File: src/rtl/mem_access_ctrl.sv
// mem_access_ctrl: one-at-a-time load/store sequencer to a variable-latency data memory, with read-modify-write for sub-doubleword stores.
// Latency: load/sd done 2 cycles after start, sw/sh/sb done 4 cycles after start, error done 1 cycle after start; each cycle without mem_ready adds 1.
// Backpressure: start is sampled only in IDLE and is otherwise dropped; mem_ready stalls the request, and a timeout aborts it.
module mem_access_ctrl #(
  parameter int TIMEOUT = 16
) (
  input  logic        clock,
  input  logic        reset,
  input  logic        start,
  input  logic [3:0]  InstrIType,
  input  logic [63:0] addr,
  input  logic [63:0] extendToMem,
  input  logic [63:0] mem_rdata,
  input  logic        mem_ready,
  output logic [63:0] mem_addr,
  output logic        mem_rd,
  output logic        mem_wr,
  output logic [63:0] mem_wdata,
  output logic [63:0] outMDR,
  output logic        busy,
  output logic        done,
  output logic        err
);

  localparam int CW = $clog2(TIMEOUT + 1);

  typedef enum logic [2:0] {
    S_IDLE  = 3'd0,
    S_RD    = 3'd1,
    S_MERGE = 3'd2,
    S_WR    = 3'd3,
    S_DONE  = 3'd4
  } state_t;

  state_t          r_state;
  state_t          w_next;
  logic [3:0]      r_type;
  logic            r_err;
  logic [CW-1:0]   r_cnt;
  logic [63:0]     r_addr;
  logic [63:0]     r_wdata;
  logic [63:0]     r_mdr;

  logic [2:0]      w_size_mask;
  logic            w_invalid;
  logic            w_bad;
  logic            w_in_sd;
  logic            w_rmw;
  logic            w_req;
  logic            w_timeout;
  logic            w_accept;

  // Decode the live command: alignment mask per access size, invalid codes flagged
  always_comb begin
    w_size_mask = 3'b000;
    w_invalid   = 1'b0;
    case (InstrIType)
      4'd0, 4'd3, 4'd9: w_size_mask = 3'b000;
      4'd1, 4'd4, 4'd8: w_size_mask = 3'b001;
      4'd2, 4'd5, 4'd7: w_size_mask = 3'b011;
      4'd6, 4'd10:      w_size_mask = 3'b111;
      default:          w_invalid   = 1'b1;
    endcase
  end

  assign w_bad     = w_invalid | (|(addr[2:0] & w_size_mask));
  assign w_in_sd   = (InstrIType == 4'd6);
  assign w_rmw     = (r_type == 4'd7) || (r_type == 4'd8) || (r_type == 4'd9);
  assign w_req     = (r_state == S_RD) || (r_state == S_WR);
  assign w_timeout = w_req && !mem_ready && (r_cnt == CW'(TIMEOUT - 1));
  assign w_accept  = (r_state == S_IDLE) && start;

  // State register
  always_ff @(posedge clock or negedge reset) begin
    if (!reset) r_state <= S_IDLE;
    else        r_state <= w_next;
  end

  // Next-state logic; a timed-out request falls through to DONE with no completion
  always_comb begin
    w_next = r_state;
    case (r_state)
      S_IDLE: begin
        if (start) begin
          if (w_bad)        w_next = S_DONE;
          else if (w_in_sd) w_next = S_WR;
          else              w_next = S_RD;
        end
      end
      S_RD: begin
        if (mem_ready)      w_next = w_rmw ? S_MERGE : S_DONE;
        else if (w_timeout) w_next = S_DONE;
      end
      S_MERGE: w_next = S_WR;
      S_WR: begin
        if (mem_ready || w_timeout) w_next = S_DONE;
      end
      S_DONE:  w_next = S_IDLE;
      default: w_next = S_IDLE;
    endcase
  end

  // Command capture: address and type on accept, error flag on bad command or timeout
  always_ff @(posedge clock or negedge reset) begin
    if (!reset) begin
      r_addr <= '0;
      r_type <= '0;
      r_err  <= 1'b0;
    end else begin
      if (w_accept) begin
        r_addr <= addr;
        r_type <= InstrIType;
      end
      if (r_state == S_IDLE) r_err <= w_accept & w_bad;
      else if (w_timeout)    r_err <= 1'b1;
    end
  end

  // Wait counter: cleared on entering a request state, counts cycles without ready
  always_ff @(posedge clock or negedge reset) begin
    if (!reset) begin
      r_cnt <= '0;
    end else if ((w_next == S_RD || w_next == S_WR) && (w_next != r_state)) begin
      r_cnt <= '0;
    end else if (w_req && !mem_ready) begin
      r_cnt <= r_cnt + CW'(1);
    end
  end

  // Data path: write data from sd at accept or merged word in MERGE; MDR only on completed read
  always_ff @(posedge clock or negedge reset) begin
    if (!reset) begin
      r_wdata <= '0;
      r_mdr   <= '0;
    end else begin
      if (w_accept && w_in_sd && !w_bad) r_wdata <= extendToMem;
      else if (r_state == S_MERGE)       r_wdata <= extendToMem;
      if (r_state == S_RD && mem_ready)  r_mdr   <= mem_rdata;
    end
  end

  assign mem_addr  = r_addr;
  assign mem_wdata = r_wdata;
  assign outMDR    = r_mdr;
  assign mem_rd    = (r_state == S_RD);
  assign mem_wr    = (r_state == S_WR);
  assign busy      = (r_state != S_IDLE);
  assign done      = (r_state == S_DONE);
  assign err       = (r_state == S_DONE) && r_err;

endmodule

File: config.mk
export PLATFORM = sky130hd
export DESIGN_NAME = mem_access_ctrl
export DESIGN_NICKNAME = d
export VERILOG_FILES = /design/src/rtl/mem_access_ctrl.sv
export SDC_FILE = /design/constraint.sdc
export NUM_CORES = 1
export LEC_CHECK = 0
export CAP_MARGIN = 15
export CORE_AREA = 2 2 153 155
export DETAILED_ROUTE_END_ITERATION = 12
export DIE_AREA = 0 0 155 157
export HOLD_SLACK_MARGIN = 0.12
export MAX_ROUTING_LAYER = met4
export PLACE_DENSITY = 0.73
export SLEW_MARGIN = 20
export SYNTH_ARGS = -nofsm -noshare
export SYNTH_HDL_FRONTEND = slang
export SYNTH_SLANG_ARGS = --single-unit
File: constraint.sdc
create_clock -name clock -period 5 [get_ports clock]
set_clock_uncertainty 0.05 [all_clocks]
set_input_delay 0.5 -clock clock [delete_from_list [all_inputs] [get_ports clock]]
set_output_delay 0.5 -clock clock [all_outputs]
set_load 0.1 [all_outputs]
[Yosys cells after proc, flatten, opt, wreduce, memory -nomap -nowiden]
Cells that the tools add are included.
Cells by class
  shifts and indexed selects: 0
  reduce and logical (&&, ||, !) cells: 26
  magnitude comparators: 0
  multipliers: 0
  equal/unequal tests: 21
  add/subtract/negate cells: 1
  divide/modulo/power cells: 0
  multiplexer cells: 16
  bitwise operators: 3
Operators by type and width (count)
  $mux 64: 2
  $eq 4x3->1 const B: 5
  $eq 4x4->1 const B: 5
  $mux 3: 6
  $pmux 3 s4: 1
  $reduce_or 11->1: 1
  $mux 5: 2
  $eq 3x2->1 const B: 3
  $pmux 3 s3: 1
  $reduce_or 3->1: 3
  $eq 4x2->1 const B: 2
  $logic_and 1x1->1: 8
  $eq 3x1->1 const B: 2
  $reduce_bool 2->1: 3
  $add 5x1->5 const B: 1
  $eq 5x4->1 const B: 1
  $logic_or 1x1->1: 5
  $eq 4x1->1 const B: 1
  $logic_not 4->1: 1
  $and 3x3->3: 1
  $eq 3x3->1 const B: 1
  $logic_not 3->1: 1
  $mux 1: 3
  $ne 3x3->1: 1
  other kinds (6): 7
Storage, ports and cells
  memories: 0
  output and inout port bits: 197
  word-level logic and storage cells: 74
  memory bits (read-only): 0
  bits in latches: 0
  input port bits: 200
  register bits: 205
  RAM bits: 0

[Depth between registers and ports, before layout]
Gate-level depths: netlist of run 1.
  word-level depth: 13
  depth in mapped cells: 8

[Least setup slack after synthesis of run 1]
No wires, ideal clock.
  path kind: register -> output
  from: reg r_state[2]
  to: out err
  stages on the path, launching flop included: 4
  path slack: 0.537 ns
  buffers on the path: 1
  arrival: 3.913 ns
  path through: dfrtp_1 -> clkbuf_1 -> nor3b_1 -> and2_1
Between the ends
  word-level cells in the longest chain between the ends: 2
RTL lines
  start, declared: line 35  | state_t r_state;
  start signal, assigned: line 76  | else r_state <= w_next;
  $eq 3x3->1
  net done: line 21  | output logic done,
  $logic_and 1x1->1: line 149  | assign err = (r_state == S_DONE) && r_err;
  end, declared: line 22  | output logic err
The timed path passes the listed nets, and every way through them passes these cells.

[Final worst setup path of run 1]
  from: reg r_state[2]
  to: out err
Between the ends
  word-level cells in the longest chain between the ends: 2
RTL lines (line)
  $eq 3x3->1: 149
  $logic_and 1x1->1: 149
No other way between the ends.

==> metrics, run 1 <==
status complete, no violations; die area 24300 um^2; worst min path class flop to flop; area share of the largest cell type after synthesis 62.4%; via count 5589; WL met2 10700 um; final setup vio count 0; setup TNS 0 ps; Top Metal Used met4; Post-Syn Area 8220 um^2; CP max FO 11; HPWL after DPL 15400 um; DR WL met3 roughly 1600 um; # resized after CTS 0; DRT iter0 DRCs between 200 and 250; Slew headroom 29.7%; unrepaired setup endpoints after global routing false; Core Region ~23000 um^2; Total Nets Final 1097; crit path DAT 2820 ps; Worst-Skew Late Latency about 500 ps; Chip Width 155 um; height of the die 157 um; Num CTS Buffers 24; Synth top cells by count 205 x dfrtp_1, 136 x mux2_2, 49 x mux2_4, 11 x buf_2, 11 x mux2_1; Top FF cell, synth dfrtp_1; R2R cell count 4; Buffers & Inverters on Critical Path 1; number of synthesized flops with an enable pin 0; Startpoint Class flop; clk buf depth 3; crit path kind flop to primary output; Worst path depth 3; CTS sink cnt 205; crit share post-route 67.4%; initial core utilization a little over a third; Met1 Routed Length 8530 um; H-tree levels 1; Rows 55; DRT antenna net count 0; Largest stage delay, worst path 1130 ps; IO Pins between 300 and 400; DR WL/cell 18.0 um; post-synthesis sequential area ratio 62.4%; Final Wtd Congestion 0.751; worst setup path end err; CTS root buffer clkbuf_16; P&R area growth vs syn 60.1%; worst r2r src r_state[2]; Antenna Cells 0; Yosys warnings 0; number of vias per cell 4.68; fillers 1798; Total Routing Usage GR between 10% and 20%; IO Port Bufs 396; CP max stage cell clkdlybuf4s50_1; CP endpoint kind primary output; CTS tree yes; CTS Hold Buffers Added 1; Synth area leaders dfrtp_1 62%, mux2_2 19%, mux2_4 9.0%; placed cell areas 12400 um^2; post-CTS setup buffer count 0; flops & latches, synth approximately 210; syn avg cell area 16.7 um^2; Worst EP required approximately 4500 ps; Mapped Nets 694; clk slew on worst S/H paths 50 ps; largest net degree at the start of global routing between 100 and 150; crit path from r_state[2]; DRT Wirelength about 21000 um; Worst R2R End mem_addr[19]; Slew Viols, Final 0; Max Freq 297 MHz; Slew @ Worst Pin between 1000 and 1500 ps; Max-Cap Viols 0; minimum clock period between 3000 and 4000 ps; first-pass GRT wire length 32500 um; register-to-register setup slack 2350 ps; vias in the first global route 6017; Synth Instances 492; CP delay by family, top buffers and inverters; fraction of registers with async set/reset 100%; area leader, netlist dfrtp_1; drt first pass iters 4; worst path cell trace nor3b_1 -> and2_1 -> clkdlybuf4s50_1; final hold vios 0; Finished Cell Area 13200 um^2; Cell variety after synth 40; grt total ovfl 0; DRC 0; count leader, synth dfrtp_1; share of layout cells above drive strength 1 25.6%; initial antenna violation count 0
layout by cell type (no fill, tap or decap), types with 2 or more instances in the layout:
cell type          n
nor3_4             2
clkinv_2           2
buf_4              2
inv_1              3
and2_1             2
mux2_1            11
clkbuf_8           6
xor2_1             2
nor2b_1            3
nand4_1            2
nor2_1             2
ha_1               2
mux2_4            49
nand2b_1           3
clkbuf_1           6
o21bai_1           2
nor3b_1            4
nand3_1            2
dfrtp_1          205
nand2_1            6
clkdlybuf4s50_1  395
clkbuf_16         25
o31ai_1            3
buf_12             2
a31oi_1            6
o21ai_0            8
mux2_2           136
state kept, by name, indices dropped and copies added, names as in the netlist:
name       flops
mem_addr      64
mem_wdata     64
outMDR        64
r_cnt          5
r_type         4
r_state        3
r_err          1
through the flow:
step / std cells / util (%) / setup WS, ps / hold slack (ps)
after global routing: 1193 / 58.5 / 1490 / 452
after detailed placement: 1153 / 55.0 / 2150 / 424
after floorplan: 492 / - / 537 / 154
final: 1193 / 58.5 / 1630 / 442
after global placement: 1153 / 55.0 / 2170 / 418
after CTS: 1193 / 58.5 / 1600 / 445
cell families after synthesis:
group / count (synthesis) / share of synthesized area [%]
xor gates and xnor gates: 3 / 0.320
AOI/OAI and AO/OA: 25 / 2.28
and+or+nand+nor: 33 / 2.67
DFF: 205 / 62.4
muxes: 197 / 29.2
buffers and inverters: 27 / 2.76
adders and majority gates: 2 / 0.305
layer usage:
metal | up-vias | track usage, %
met5 | - | -
met4 | 0 | 5.47
met3 | 43 | 4.63
met2 | 249 | 29.2
met1 | 2755 | 20.0
li1 | 2542 | -
layout make-up:
type / count / area, um^2 / area share (%)
multi-input cells: 260 / 2870 / 21.8
clock inverters: 3 / 40.0 / 0.304
clock buffers: 36 / 717 / 5.45
well taps: 285 / 357 / 2.71
repair buffers: 401 / 4030 / 30.7
flip-flops and latches: 205 / 5130 / 39.0
inverters: 3 / 11.3 / 0.0856
worst reg2reg max path, cell delays in order (launching register included):
cell	delay, ps
dfrtp_1	520
nor3_4	340
and2_2	660
buf_4	550
mux2_2	420
how the worst min path moves through the flow:
stage                          start           to  slack, ps  cells past startpoint
after floorplan                reset  mem_addr[0]        150                      0
after global placement    outMDR[40]   outMDR[40]        420                      1
after detailed placement  outMDR[40]   outMDR[40]        420                      1
after CTS                 outMDR[11]   outMDR[11]        440                      1
after global routing      outMDR[15]   outMDR[15]        450                      1
final                     outMDR[11]   outMDR[11]        440                      1
Power of run 1 is left out: the tool's default activity adds up to more than one toggle a clock period on the data nets, which glitch-free logic cannot reach.
==> inputs of run 2 (changes only) <==
PLACE_DENSITY = 0.76   (was 0.73)
clock period = 3.1 ns   (was 5 ns; I/O delays follow)
==> metrics, run 2 (same netlist as run 1, synthesis figures left out) <==
status complete, no violations; DRC 0; clk buf depth 3; initial core utilization between 30% and 40%; Chip Width 155 um; worst min-delay path startpoint addr[35]; Largest stage delay, worst path around 1200 ps; P&R area growth vs syn 58.8%; fillers about 1800; die area 24300 um^2; Final Wtd Congestion 0.765; Startpoint Class flop; Max-Cap Viols 0; dpl ws between 500 and 600 ps; CTS tree yes; share of layout cells above drive strength 1 36.0%; crit path from mem_addr[56]; largest net degree at the start of global routing between 80 and 90; CP max stage cell clkdlybuf4s50_1; setup TNS 0 ps; unrepaired setup endpoints after global routing false; final hold slack around 350 ps; crit path kind flop to primary output; Slew Viols, Final 0; number of vias per cell 4.70; IO Port Bufs approximately 400; Max Freq ~420 MHz; via count 5643; final hold vios 0; most frequent cells in the layout 306 x clkdlybuf4s50_1, 205 x dfrtp_1, 136 x mux2_2; Slew @ Worst Pin between 900 and 1000 ps; DRT iter0 DRCs 176; clk slew on worst S/H paths 60 ps; Antenna Cells 0; Total Nets Final ~1100; HPWL after DPL 15700 um; grt total ovfl 0; initial antenna violation count 0; Buffers & Inverters on Critical Path 1; Core Region 22500 um^2; DRT Wirelength approximately 21000 um; DRT antenna net count 0; first-pass GRT wire length 32400 um; height of the die 157 um; CP endpoint kind primary output; CP delay by family, top buffers and inverters; Worst-Skew Late Latency 510 ps; Worst EP required 2740 ps; vias in the first global route 6060; crit path DAT 2010 ps; IO Pins 397; Total Routing Usage GR 17.3%; Rows 55; CTS sink cnt 205; # resized after CTS 0; drt first pass iters 4; worst r2r src r_state[2]; minimum clock period 2370 ps; Num CTS Buffers 24; DR WL/cell between 15 and 20 um; worst path cell trace clkdlybuf4s50_1; commonest non-fill, non-tap cell in the layout clkdlybuf4s50_1; final setup vio count 0; Finished Cell Area between 10000 and 15000 um^2; final setup margin 731 ps; H-tree levels 1; Slew headroom 33.5%; placed cell areas 12200 um^2; worst min path class input port to flop; CP max FO 2; CTS root buffer clkbuf_16; crit share post-route 76.4%
-- run 2: cell types whose count changed in the layout (fill, tap and decap cells not counted), sizes merged --
| cell | delta |
|---|---|
| clkdlybuf4s50 | -89 |
| clkinvlp | +1 |
| bufinv | +1 |
| clkinv | +1 |
| buf | +93 |
-- run 2: per-stage QoR --
stage          instances  util, %
3_3_place_gp        1157     54.4
3_5_place_dp        1157     54.4
6_report            1200     58.0
2_1_floorplan        492        -
5_1_grt             1200     58.0
4_1_cts             1200     58.0
-- run 2: final timing paths --
kind                       cells past startpoint  slack (ps)       endpoint
setup / recovery                               1         730   mem_addr[56]
hold / removal                                 2         350   mem_addr[35]
setup reg to reg                               5         750   mem_wdata[0]
hold reg to reg                                1         430     outMDR[17]
max in group asynchronous                      3        1840  mem_wdata[34]
min in group asynchronous                      2         380   mem_addr[23]
-- run 2: metal layers --
layer / track usage [%] / part of all wire (%) / vias to the layer above / wire (um)
met2: 29.5 / 50 / 263 / 10700
met3: 4.68 / 7.7 / 55 / 1640
li1: - / - / 2573 / -
met5: - / 0 / - / 0
met4: 5.91 / 3.5 / 0 / 739
met1: 19.8 / 38 / 2752 / 8160
-- run 2: cell type report --
class | count | area [um^2] | share of cell area, %
Sequential cell | 205 | 5130 | 39.3
Timing Repair Buffer | 405 | 3880 | 29.7
Multi-Input combinational cell | 260 | 2880 | 22.1
Clock buffer | 36 | 707 | 5.42
Tap cell | 285 | 357 | 2.73
Clock inverter | 6 | 82.6 | 0.633
Inverter | 3 | 11.3 | 0.0863
-- run 2: repair_timing --
item                       CTS  global route
buffers inserted             0             0
hold buffers                 1             0
hold endpoints to repair    79             0
setup endpoints to repair    0             0
Power of run 2 is left out for the same reason.
